--- src/rtl/mul_job_dispatcher_if.sv ---
// rtl/mul_job_dispatcher_if.sv - handshake bundle for the multiplier job dispatcher
//
// Purpose: groups the three handshakes the dispatcher sits between so they
// travel as one port.
//   operand stream : in_valid, in_ready, in_a, in_b
//   result stream  : out_valid, out_ready, out_product, out_err
//   multiplier bus : mul_start, mul_multiplier, mul_multiplicand,
//                    mul_ready, mul_product
// Modports:
//   slave  - the dispatcher (accepts operands, drives results and the multiplier)
//   master - the surrounding environment (feeder, consumer and multiplier)

interface mul_job_dispatcher_if #(
  parameter int N = 8
);

  logic           in_valid;
  logic           in_ready;
  logic [N-1:0]   in_a;
  logic [N-1:0]   in_b;

  logic           out_valid;
  logic           out_ready;
  logic [2*N-1:0] out_product;
  logic           out_err;

  logic           mul_start;
  logic [N-1:0]   mul_multiplier;
  logic [N-1:0]   mul_multiplicand;
  logic           mul_ready;
  logic [2*N-1:0] mul_product;

  modport slave (
    input  in_valid,
    input  in_a,
    input  in_b,
    output in_ready,
    output out_valid,
    output out_product,
    output out_err,
    input  out_ready,
    output mul_start,
    output mul_multiplier,
    output mul_multiplicand,
    input  mul_ready,
    input  mul_product
  );

  modport master (
    output in_valid,
    output in_a,
    output in_b,
    input  in_ready,
    input  out_valid,
    input  out_product,
    input  out_err,
    output out_ready,
    input  mul_start,
    input  mul_multiplier,
    input  mul_multiplicand,
    output mul_ready,
    output mul_product
  );

endinterface

--- src/rtl/mul_job_dispatcher.sv ---
// rtl/mul_job_dispatcher.sv - FIFO-buffered job feeder for a sequential multiplier
//
// Purpose: buffers operand pairs in a DEPTH-entry FIFO, launches one job at a
// time on the multiplier with a single-cycle start pulse, captures the product
// when the multiplier reports ready (or flags a timeout error when it never
// does) and holds the result on the output stream until it is accepted.
//
// Ports:
//   clk         - clock, all state changes on the rising edge
//   rst_n       - synchronous active-low reset
//   bus         - mul_job_dispatcher_if.slave
//                   in_*  : operand stream (pair accepted on in_valid && in_ready)
//                   out_* : result stream (out_err qualified by out_valid)
//                   mul_* : start pulse, operands, ready and product of the multiplier
//   busy        - a job is in flight (FSM outside IDLE)
//   fifo_count  - number of queued operand pairs

module mul_job_dispatcher #(
  parameter int N       = 8,
  parameter int DEPTH   = 4,
  parameter int TIMEOUT = 64
) (
  input  logic                     clk,
  input  logic                     rst_n,
  mul_job_dispatcher_if.slave      bus,
  output logic                     busy,
  output logic [$clog2(DEPTH):0]   fifo_count
);

  localparam int AW = $clog2(DEPTH);
  localparam int CW = AW + 1;
  localparam int WW = $clog2(TIMEOUT + 1);

  typedef enum logic [2:0] {
    S_IDLE   = 3'd0,
    S_LAUNCH = 3'd1,
    S_ARM    = 3'd2,
    S_WAIT   = 3'd3,
    S_HOLD   = 3'd4
  } state_t;

  state_t state;
  state_t state_d;

  // FIFO storage: each entry is {a, b}
  logic [2*N-1:0] mem [DEPTH];
  logic [AW-1:0]  wr_ptr;
  logic [AW-1:0]  rd_ptr;
  logic [2*N-1:0] head;
  logic           push;
  logic           pop;

  logic [WW-1:0]  watchdog;
  logic [WW-1:0]  watchdog_d;
  logic           wd_expired;

  // next values of the registered outputs
  logic           mul_start_d;
  logic [N-1:0]   opa_d;
  logic [N-1:0]   opb_d;
  logic           out_valid_d;
  logic           out_err_d;
  logic [2*N-1:0] out_product_d;
  logic           busy_d;

  // in_ready looks only at the registered count, so a full FIFO refuses a
  // push even in the cycle it is being popped.
  assign bus.in_ready = (fifo_count != CW'(DEPTH));
  assign push         = bus.in_valid && bus.in_ready;
  assign pop          = (state == S_IDLE) && (fifo_count != CW'(0)) && !bus.out_valid;
  assign head         = mem[rd_ptr];
  assign wd_expired   = (watchdog == WW'(TIMEOUT - 1));

  // ---------------------------------------------------------------- FIFO
  always_ff @(posedge clk) begin
    if (push) begin
      mem[wr_ptr] <= {bus.in_a, bus.in_b};
    end
  end

  // Pointers are AW bits wide, so incrementing wraps modulo DEPTH.
  always_ff @(posedge clk) begin
    if (!rst_n) begin
      wr_ptr     <= '0;
      rd_ptr     <= '0;
      fifo_count <= '0;
    end else begin
      if (push) begin
        wr_ptr <= wr_ptr + AW'(1);
      end
      if (pop) begin
        rd_ptr <= rd_ptr + AW'(1);
      end
      unique case ({push, pop})
        2'b10:   fifo_count <= fifo_count + CW'(1);
        2'b01:   fifo_count <= fifo_count - CW'(1);
        default: fifo_count <= fifo_count;
      endcase
    end
  end

  // ------------------------------------------------------ state register
  always_ff @(posedge clk) begin
    if (!rst_n) begin
      state <= S_IDLE;
    end else begin
      state <= state_d;
    end
  end

  // ------------------------------------------------------ next-state logic
  always_comb begin
    state_d = state;
    unique case (state)
      S_IDLE: begin
        if (pop) begin
          state_d = S_LAUNCH;
        end
      end
      S_LAUNCH: state_d = S_ARM;
      // ARM is a guard cycle: mul_ready may still be the stale idle level.
      S_ARM:    state_d = S_WAIT;
      S_WAIT: begin
        if (bus.mul_ready || wd_expired) begin
          state_d = S_HOLD;
        end
      end
      S_HOLD: begin
        if (bus.out_ready) begin
          state_d = S_IDLE;
        end
      end
      default: state_d = S_IDLE;
    endcase
  end

  // ---------------------------------------------------------- output logic
  // Computes the next value of every registered output from the current
  // state; mul_start and busy are decoded from the state being entered so
  // that they line up with LAUNCH and with the non-IDLE states.
  always_comb begin
    mul_start_d   = (state_d == S_LAUNCH);
    busy_d        = (state_d != S_IDLE);
    opa_d         = bus.mul_multiplier;
    opb_d         = bus.mul_multiplicand;
    out_valid_d   = bus.out_valid;
    out_err_d     = bus.out_err;
    out_product_d = bus.out_product;
    watchdog_d    = watchdog;
    unique case (state)
      S_IDLE: begin
        if (pop) begin
          {opa_d, opb_d} = head;
        end
      end
      S_ARM: begin
        watchdog_d = '0;
      end
      S_WAIT: begin
        if (bus.mul_ready) begin
          out_product_d = bus.mul_product;
          out_err_d     = 1'b0;
          out_valid_d   = 1'b1;
        end else if (wd_expired) begin
          out_product_d = '0;
          out_err_d     = 1'b1;
          out_valid_d   = 1'b1;
        end else begin
          watchdog_d = watchdog + WW'(1);
        end
      end
      S_HOLD: begin
        if (bus.out_ready) begin
          out_valid_d = 1'b0;
          out_err_d   = 1'b0;
        end
      end
      default: begin
      end
    endcase
  end

  always_ff @(posedge clk) begin
    if (!rst_n) begin
      bus.mul_start        <= 1'b0;
      bus.mul_multiplier   <= '0;
      bus.mul_multiplicand <= '0;
      bus.out_valid        <= 1'b0;
      bus.out_err          <= 1'b0;
      bus.out_product      <= '0;
      busy                 <= 1'b0;
      watchdog             <= '0;
    end else begin
      bus.mul_start        <= mul_start_d;
      bus.mul_multiplier   <= opa_d;
      bus.mul_multiplicand <= opb_d;
      bus.out_valid        <= out_valid_d;
      bus.out_err          <= out_err_d;
      bus.out_product      <= out_product_d;
      busy                 <= busy_d;
      watchdog             <= watchdog_d;
    end
  end

endmodule

--- src/flat_wrapper.sv ---
// flat-port wrapper written by rule: the top's interface ports become plain ports
module mul_job_dispatcher_flat 
#(
  parameter int N       = 8,
  parameter int DEPTH   = 4,
  parameter int TIMEOUT = 64
)
  (clk, rst_n, busy, fifo_count, bus_in_valid, bus_in_a, bus_in_b, bus_in_ready, bus_out_valid, bus_out_product, bus_out_err, bus_out_ready, bus_mul_start, bus_mul_multiplier, bus_mul_multiplicand, bus_mul_ready, bus_mul_product);
  mul_job_dispatcher_if #(.N(N)) bus_i ();
  input  logic clk;
  input  logic rst_n;
  output logic busy;
  output logic [$clog2(DEPTH):0] fifo_count;
  input wire logic [$bits(bus_i.in_valid)-1:0] bus_in_valid;
  input wire logic [$bits(bus_i.in_a)-1:0] bus_in_a;
  input wire logic [$bits(bus_i.in_b)-1:0] bus_in_b;
  output wire logic [$bits(bus_i.in_ready)-1:0] bus_in_ready;
  output wire logic [$bits(bus_i.out_valid)-1:0] bus_out_valid;
  output wire logic [$bits(bus_i.out_product)-1:0] bus_out_product;
  output wire logic [$bits(bus_i.out_err)-1:0] bus_out_err;
  input wire logic [$bits(bus_i.out_ready)-1:0] bus_out_ready;
  output wire logic [$bits(bus_i.mul_start)-1:0] bus_mul_start;
  output wire logic [$bits(bus_i.mul_multiplier)-1:0] bus_mul_multiplier;
  output wire logic [$bits(bus_i.mul_multiplicand)-1:0] bus_mul_multiplicand;
  input wire logic [$bits(bus_i.mul_ready)-1:0] bus_mul_ready;
  input wire logic [$bits(bus_i.mul_product)-1:0] bus_mul_product;
  assign bus_i.in_valid = bus_in_valid;
  assign bus_i.in_a = bus_in_a;
  assign bus_i.in_b = bus_in_b;
  assign bus_in_ready = bus_i.in_ready;
  assign bus_out_valid = bus_i.out_valid;
  assign bus_out_product = bus_i.out_product;
  assign bus_out_err = bus_i.out_err;
  assign bus_i.out_ready = bus_out_ready;
  assign bus_mul_start = bus_i.mul_start;
  assign bus_mul_multiplier = bus_i.mul_multiplier;
  assign bus_mul_multiplicand = bus_i.mul_multiplicand;
  assign bus_i.mul_ready = bus_mul_ready;
  assign bus_i.mul_product = bus_mul_product;
  mul_job_dispatcher #(.N(N), .DEPTH(DEPTH), .TIMEOUT(TIMEOUT)) u_core (.clk(clk), .rst_n(rst_n), .bus(bus_i), .busy(busy), .fifo_count(fifo_count));
endmodule
--- config.mk ---
export PLATFORM = sky130hd
export DESIGN_NAME = mul_job_dispatcher_flat
export DESIGN_NICKNAME = d
export VERILOG_FILES = /design/src/rtl/mul_job_dispatcher_if.sv /design/src/rtl/mul_job_dispatcher.sv /design/src/flat_wrapper.sv
export SDC_FILE = /design/constraint.sdc
export NUM_CORES = 1
export LEC_CHECK = 0
export BUFFER_PORTS_ARGS = -buffer_cell sky130_fd_sc_hd__buf_4
export CORE_MARGIN = 10
export CORE_UTILIZATION = 50
export DETAILED_ROUTE_END_ITERATION = 12
export PLACE_DENSITY = 0.69
export SYNTH_ARGS = -nofsm -noshare
export SYNTH_HDL_FRONTEND = slang
export SYNTH_SLANG_ARGS = --single-unit
--- constraint.sdc ---
create_clock -name clk -period 2.86 [get_ports clk]
set_input_delay 0.286 -clock clk [delete_from_list [all_inputs] [get_ports clk]]
set_output_delay 0.286 -clock clk [all_outputs]
set_load 0.05 [all_outputs]
* Word level (Yosys, flattened, before mapping)
Memories as Yosys holds them, arrays and structs flattened. A register that Yosys moved wholly into a read port is not among the register bits.
Cells that the tools add are included.
** Operators by class
- Add/sub/neg operators :: 5
- Reductions and logical operators :: 17
- Multiplexer cells :: 18
- Equality and inequality tests :: 13
** Operators by type and width (number)
- $mux 16 :: 2
- $pmux 3 s5 :: 1
- $mux 7 :: 2
- $pmux 7 s2 :: 1
- $mux 3 :: 3
- $reduce_bool 2->1 :: 4
- $add 7x1->7 const B :: 1
- $eq 7x6->1 const B :: 1
- $eq 3x1->1 const B :: 2
- $eq 3x2->1 const B :: 2
- $mux 1 :: 6
- $ne 2x2->1 const B :: 3
- $pmux 3 s2 :: 1
- $reduce_and 3->1 :: 2
- $reduce_bool 3->1 :: 2
- $add 2x1->2 const B :: 2
- $pmux 1 s2 :: 2
- $reduce_and 2->1 :: 2
- $add 3x1->3 const B :: 1
- $eq 3x3->1 const B :: 1
- $logic_and 1x1->1 :: 3
- $logic_not 3->1 :: 1
- $ne 3x2->1 const B :: 1
- $ne 3x3->1 const B :: 1
- 5 further kinds :: 6
** Storage, ports and cells
- Word-level logic and storage cells :: 64
- Memories :: 1
- Input bits :: 37
- Output and inout bits :: 40
- Bits in registers :: 37
- Bits in writable memories :: 64
** Memory list
- u_core.mem :: depth 4, bits a word 16, read ports 1, clocked after memory_dff 1, write ports 1, line mul_job_dispatcher.sv:46 : logic [2*N-1:0] mem [DEPTH];

* Longest topological paths before layout
Gate-level depths: netlist of the first run.
- Word-level depth :: 6
- Gate-level depth with buffers :: 11
- Mapped depth without buffers :: 9

* Worst setup path before layout of the first run
OpenSTA, ideal clock, no wires.
- Path type :: reg2reg
- Start point :: register u_core.fifo_count[2]
- End point :: register u_core.fifo_count[2]
- Library setup time :: 0.071 ns
- Data arrival time :: 2.810 ns
- Slack :: -0.021 ns
- Stages on the path, launching flop included :: 10
- Buffers on the path :: 0
- Period minus slack after synthesis :: 2.881 ns
- Cell sequence :: dfxtp_1 or3b_1 and2_1 inv_1 ha_1 inv_1 fa_1 xor2_1 or3_1 a21oi_1
** RTL lines
- from (decl) :: line mul_job_dispatcher.sv:27 : output logic [$clog2(DEPTH):0] fifo_count
- from (signal assigned) :: line mul_job_dispatcher.sv:95 : 2'b10: fifo_count <= fifo_count + CW'(1);
- from (signal assigned) :: line mul_job_dispatcher.sv:96 : 2'b01: fifo_count <= fifo_count - CW'(1);
- from (signal assigned) :: line mul_job_dispatcher.sv:97 : default: fifo_count <= fifo_count;
- $ne 3x3->1 * :: line mul_job_dispatcher.sv:68 : assign bus.in_ready = (fifo_count != CW'(DEPTH));
- named net bus_in_ready :: line flat_wrapper.sv:17 : output wire logic [$bits(bus_i.in_ready)-1:0] bus_in_ready;
- $logic_and 1x1->1 * :: line mul_job_dispatcher.sv:69 : assign push = bus.in_valid && bus.in_ready;
- $eq 2x1->1 or $eq 2x2->1 (tied branches) :: line mul_job_dispatcher.sv:94 : unique case ({push, pop})
- $pmux 3 s2 or $reduce_bool 2->1 (tied branches)
The timed path passes the listed nets; every way through them passes the cells marked *.
A chain may end at the register's enable or synchronous reset.

* Worst setup path in the final report of the first run
- Start point :: register u_core.fifo_count[0]
- End point :: register u_core.fifo_count[2]
** On the way
- Word-level cells in the longest chain between the ends :: 5
** Ends and longest elaborated chain
- $reduce_bool 3->1 :: line mul_job_dispatcher.sv:70 : assign pop = (state == S_IDLE) && (fifo_count != CW'(0)) && !bus.out_valid;
- $logic_and 1x1->1 (2 in series) :: line mul_job_dispatcher.sv:70
- $eq 2x1->1 or $eq 2x2->1 (tied branches) :: line mul_job_dispatcher.sv:94
- $pmux 3 s2 or $reduce_bool 2->1 (tied branches)
Several ways; a longest one is shown, not always the timed one.

==> results of run 1 <==
-- cells in the mapped netlist (all sizes together) --
library cell,n,area (um2)
edfxtp,64,1920
dfxtp,53,1060
nand2,42,158
a21oi,26,130
a22o,16,140
mux4,16,360
nor2,13,51.3
buf,10,67.6
inv,8,30.0
and3,7,43.8
nand3,7,35.0
ha,6,75.1
clkbuf,3,11.3
o21ai,3,15.0
or3,3,18.8
xnor2,3,26.3
xor2,3,26.3
nand2b,2,12.5
nand3b,2,27.5
nor2b,2,12.5
o31ai,2,15.0
a21o,1,7.51
a31oi,1,21.3
a32o,1,10.0
and2,1,6.26
and4b,1,10.0
fa,1,20.0
nand4,1,21.3
nor3,1,5.00
nor3b,1,7.51
nor4,1,6.26
o2111ai,1,8.76
o211ai,1,21.3
o21bai,1,18.8
o41ai,1,8.76
or2,1,6.26
or3b,1,8.76
or4,1,7.51
-- cell type report --
| class | instances | area [um2] | area share (%) |
|---|---|---|---|
| Sequential cell | 117 | 2980 | 49.4 |
| Multi-Input combinational cell | 170 | 1340 | 22.2 |
| Timing Repair Buffer | 117 | 958 | 15.9 |
| Clock buffer | 17 | 414 | 6.85 |
| Clock inverter | 15 | 180 | 2.98 |
| Tap cell | 108 | 135 | 2.24 |
| Inverter | 8 | 30.0 | 0.497 |
-- worst min path at each step --
stage | startpoint | to | slack (ns) | depth (start not counted)
global placement | u_core.bus.mul_multiplicand[6] | u_core.bus.mul_multiplicand[6] | 0.44 | 2
floorplan | bus_in_b[0] | u_core.mem[0][0] | 0.38 | 0
CTS | bus_mul_product[10] | u_core.bus.out_product[10] | 0.01 | 2
detailed placement | u_core.bus.mul_multiplier[3] | u_core.bus.mul_multiplier[3] | 0.45 | 2
global route | bus_out_ready | u_core.state[2] | 0.08 | 4
finish | rst_n | u_core.bus.out_err | 0.08 | 2
-- registers in the layout, summed over array words and instances (netlist names), 3 cells and up --
register and cells:
u_core.bus.mul_multiplier 8, u_core.fifo_count 3, u_core.bus.mul_multiplicand 8, u_core.state 3, u_core.bus.out_product 16, u_core.watchdog 7, u_core.mem 64
-- where the power goes --
part / internal, mW / leakage, nW / switching, mW
Clock: 1.33 / 0.287 / 0.760
Combinational: 0.681 / 1.02 / 1.20
Sequential: 2.05 / 1.02 / 0.162
Total: 4.06 / 2.33 / 2.12
-- placed cells by master, fill, tap and decap left out, drive strengths merged, types with 11 or more instances in the layout --
cell type | synthesis | layout
a22o | 16 | 16
inv | 8 | 11
buf | 10 | 85
nor2 | 13 | 13
edfxtp | 64 | 64
clkbuf | 3 | 17
mux4 | 16 | 16
nand2 | 42 | 42
dfxtp | 53 | 53
dlygate4sd3 | 0 | 32
a21oi | 26 | 26
-- metrics by stage --
stage,cells,instance area [um2],utilization [%],setup WS (ns),power [mW]
after floorplan,308,4440,-,0.0884,3.54
after detailed placement,488,5130,59.1,0.450,4.10
after global placement,488,5130,59.1,0.559,4.07
final,552,6040,69.7,0.412,6.18
after global routing,552,6040,69.7,0.256,6.48
after CTS,551,6030,69.5,0.398,6.25
-- metal layers --
metal / track usage, % / vias to the layer above / wire length (um)
met3: 5.40 / 14 / 518
met2: 24.4 / 79 / 4680
met5: 0 / - / 0
met1: 18.3 / 1410 / 4270
met4: 5.35 / 0 / 129
li1: - / 1396 / -
-- what timing repair did --
item | CTS | global route
hold buffers | 31 | 1
endpoints found under the setup margin | 0 | 0
hold endpoints to repair | 79 | 1
-- cell families (layout without fill, tap and decap cells) --
family	Yosys count	count (layout)	share of synthesized area, %
AO/OA/AOI/OAI	54	54	8.94
XOR/XNOR	6	6	1.19
adder cells (fa/ha/maj)	7	7	2.14
buffers and inverters	21	157	2.45
flip-flops	117	117	67.3
multiplexers	16	16	8.13
AND/OR/NAND/NOR	87	87	9.88
-- worst reg2reg max path, stage by stage, from the launching register on --
cell and delay, ns:
dfxtp_1 0.36, or3b_1 0.47, and2_1 0.23, inv_1 0.09, ha_1 0.18, inv_1 0.06
fa_1 0.37, xor2_1 0.16, or3_1 0.30, a21oi_1 0.16
==> results.yml, run 1 <==
status:
  status: "finished clean"
global_routing:
  grt_max_degree: 29
  antenna_found_initial: 0
  track_usage_pct: 15.1
  gr-total-overflow: 0
  grt_pass1_wl_um: 15400
  grt_pass1_vias: 2940
yosys:
  ys_types: 44
  yosys_warnings: 0
  seq_area_frac_synth_pct: 67.3
  postSynthAreaPerCell_um2: 14.4
  synth-seq-cells: 117
  synthCells: 308
  syn_area_mm2: 0.00443
  syn_nets: 352
timing:
  worstMarginPinSlew_ns: 0.887
  rsz0062_at_grt: "false"
  slew_violations: 0
  hold_ws_ns: 0.0761
  setup_viol: 0
  post-route-min-period_ns: 2.45
  fmax_ghz: 0.409
  slew_headroom_pct: 40.8
  skew_ns: 0.00932
  fin_tns_setup_ns: 0
  hold_viol: 0
  period_share_pct: 85.6
worst_setup_path:
  crit_top_cell: "inv_1"
  path_max_fanout: 6
  crit_path_top_delay_cell: "or3b_1"
  r2r-start: "u_core.fifo_count[0]"
  cp_num_buf_inv: 2
  path_class: "register to register"
  slowest_delay_ns: 0.47
  rrSetupSlack_ns: 0.41
  arrival_ns: 2.87
  path_delay_family: "simple AND/OR/NAND/NOR gates"
  path_depth: 9
  critPathLaunch: "u_core.fifo_count[0]"
  r2r_end: "u_core.fifo_count[2]"
  setup.worst_path.start_class: "register"
  critPathCapture: "u_core.fifo_count[2]"
  cp_data_required_time_ns: 3.29
  crit_chain: "or3b_1, and2_1, inv_1, ha_1, inv_1, fa_1, xor2_1, or3_1, a21oi_1"
  crit_path_end_kind: "register"
  r2r_cells: 9
cells_and_area:
  diodes: 0
  syn2layout_area_growth_pct: 36.3
  n_fill_cell: 587
  nets: 475
  drive_gt1_share_pct: 31.8
cts:
  clk_latency_ns: 0.51
  cts_tree: "yes"
  cts_buffer_depth: 2
  cts_setup_buffers: 0
  clock-sinks: 117
  cts_made_buffers: 17
  post_cts_resized: 0
  clk_pin_slew_ns: 0.06
  htree_num_levels: 4
  cts_root_buf: "clkbuf_8"
routing:
  antenna_left: 0
  detail_route.wl_per_cell_um: 17.4
  wl_um: 9600
  drc: 0
  dr.pass1.iters: 5
  vias_per_cell: 5.25
  vias: 2899
  drt_iter0_markers: 132
die:
  initial_core_util_pct: 51.1
  die_area_mm2: 0.0130
  die_y_um: 114
  chipWidth_um: 114
  row_count: 34
  core_area_mm2: 0.00868
  pin_count: 77
place:
  gp_congestion: 0.731
  portBuffers: 76
  dp_hpwl_um: 5850
pwr:
  p_leak_nw: 2.33
  power_density_mw_per_mm2: 1020
  vdd_drop_max_mv: 0.522
hold_path:
  worst_hold_path_type: "primary input to register"
run:
  drv_cap: 0
No activity file was read; power rests on OpenSTA's default activity.
==> run 2: changes to the inputs <==
==> constraint.sdc (replaced) <==
create_clock -name clk -period 3.2 [get_ports clk]
set_input_delay 0.32 -clock clk [delete_from_list [all_inputs] [get_ports clk]]
set_output_delay 0.32 -clock clk [all_outputs]
set_load 0.05 [all_outputs]
==> run 2 against run 1 <==
- global-route usage shrank 0.94 points
- power fell by 15%
- final area fell by 4.6%
- maximum frequency down 3.3%
- first-iteration DRC count rose by 1.5%
- die area unchanged
- sequential power shrank 10%
- largest cell class unchanged
==> results.yml, run 2 (synthesis gave the netlist of run 1 again) <==
cts:
  clk_latency_ns: 0.50
  clk_pin_slew_ns: 0.06
  clock-sinks: 117
  cts_tree: "yes"
  htree_num_levels: 4
  cts_buffer_depth: 2
  cts_root_buf: "clkbuf_8"
  post_cts_resized: 0
  cts_made_buffers: 17
worst_setup_path:
  r2r-start: "u_core.state[0]"
  path_class: "register to register"
  crit_path_top_delay_cell: "dfxtp_1"
  arrival_ns: 2.96
  crit_path_end_kind: "register"
  cp_data_required_time_ns: 3.62
  path_max_fanout: 19
  r2r_cells: 9
  slowest_delay_ns: 0.43
  rrSetupSlack_ns: 0.67
  setup.worst_path.start_class: "register"
  path_delay_family: "simple AND/OR/NAND/NOR gates"
  cp_num_buf_inv: 2
  r2r_end: "u_core.fifo_count[2]"
  crit_chain: "nor2_1, nand3b_4, inv_2, ha_1, inv_1, fa_1, xor2_1, or3_1, a21oi_1"
cells_and_area:
  fin_cells: 528
  largest_reg_flops: 64
  nets: 451
  seq_area_mm2: 0.00298
  top_register: "u_core.mem"
  n_fill_cell: 646
  drive_gt1_share_pct: 31.9
  reg_top3: "u_core.mem x64, u_core.bus.out_product x16"
  syn2layout_area_growth_pct: 30.1
  multi_input_area_mm2: 0.00134
  fin_util_pct: 66.5
  mostFrequentLayoutCell: "buf_4"
  layout_common_cells: "79 x buf_4, 64 x edfxtp_1, 53 x dfxtp_1"
  diodes: 0
die:
  initial_core_util_pct: 51.1
  chipWidth_um: 114
  row_count: 34
  pin_count: 77
  die_area_mm2: 0.0130
  core_area_mm2: 0.00868
  die_y_um: 114
hold_path:
  worst_hold_path_type: "primary input to register"
  min_delay_path_depth: 1
  hold_path_end: "u_core.mem[1][12]"
  worstHoldStart: "bus_in_a[4]"
timing:
  fmax_ghz: 0.395
  fin_tns_setup_ns: 0
  worstMarginPinSlew_ns: 0.912
  hold_viol: 0
  setup_viol: 0
  hold_ws_ns: 0.0256
  slew_violations: 0
  fin_ws_ns: 0.669
  skew_ns: 0.00712
  slew_headroom_pct: 39.2
  period_share_pct: 79.1
  post-route-min-period_ns: 2.53
  rsz0062_at_grt: "false"
routing:
  detail_route.wl_per_cell_um: 17.0
  drt_iter0_markers: 134
  wl_um: 8960
  antenna_left: 0
  drc: 0
  vias_per_cell: 5.27
  vias: 2782
  dr.pass1.iters: 4
pwr:
  vdd_drop_max_mv: 0.722
  p_leak_nw: 2.19
  power_density_mw_per_mm2: 914
place:
  pre_cts_ws_ns: 0.687
  dp_hpwl_um: 5840
  portBuffers: 76
  dp_cells: 482
  gp_congestion: 0.745
run:
  drv_cap: 0
global_routing:
  track_usage_pct: 14.2
  grt_max_degree: 29
  grt_pass1_wl_um: 14500
  gr-total-overflow: 0
  grt_pass1_vias: 2841
  antenna_found_initial: 0
status:
  status: "finished clean"
==> run 2: changes by cell type in the layout (fill, tap and decap cells not counted), moves of 2 or more <==
| cell | change |
|---|---|
| clkinv_4 | -2 |
| bufinv_16 | -2 |
| dlygate4sd3_1 | -18 |
| buf_4 | -6 |
| clkinvlp_4 | +2 |
==> run 2: how the worst max path moves through the flow <==
stage / startpoint / end / slack, ns / cells after the start
4_1_cts: u_core.state[0] / u_core.fifo_count[2] / 0.66 / 9
6_report: u_core.state[0] / u_core.fifo_count[2] / 0.67 / 9
3_5_place_dp: u_core.state[0] / u_core.fifo_count[2] / 0.69 / 9
3_3_place_gp: u_core.state[0] / u_core.fifo_count[2] / 0.82 / 9
5_1_grt: u_core.state[0] / u_core.fifo_count[2] / 0.44 / 9
2_1_floorplan: u_core.fifo_count[2] / u_core.fifo_count[2] / 0.32 / 9
==> run 2: repair_timing <==
action,in CTS,in global routing
endpoints found under the hold margin,20,27
hold buffers,5,9
endpoints found under the setup margin,0,0
buffers inserted,0,0
==> run 2: cell type report <==
cell class | count | area share [%]
sequential | 117 | 51.7
multi-input combinational | 170 | 23.3
timing repair buffer | 93 | 12.7
clock buffer | 17 | 7.18
tap | 108 | 2.34
clock inverter | 15 | 2.28
inverter | 8 | 0.520
==> run 2: per-layer routing <==
layer	track usage (%)	share of wire, %	routed length [um]	vias up
met4	4.01	0.49	44	0
met1	16.0	41	3690	1357
met2	24.0	52	4670	72
met3	6.03	6.2	551	5
li1	-	-	-	1348
met5	0	0	0	-
==> run 2: per-stage QoR <==
| step | instance area (um2) | power [mW] |
|---|---|---|
| after CTS | 5680 | 5.33 |
| after global routing | 5770 | 5.56 |
| after global placement | 5080 | 3.58 |
| after floorplan | 4430 | 3.16 |
| final | 5770 | 5.27 |
| after detailed placement | 5080 | 3.61 |
==> run 2: power breakdown <==
| group | switching [mW] | internal [mW] |
|---|---|---|
| registers | 0.157 | 1.83 |
| clock network | 0.669 | 1.03 |
| logic | 1.03 | 0.559 |
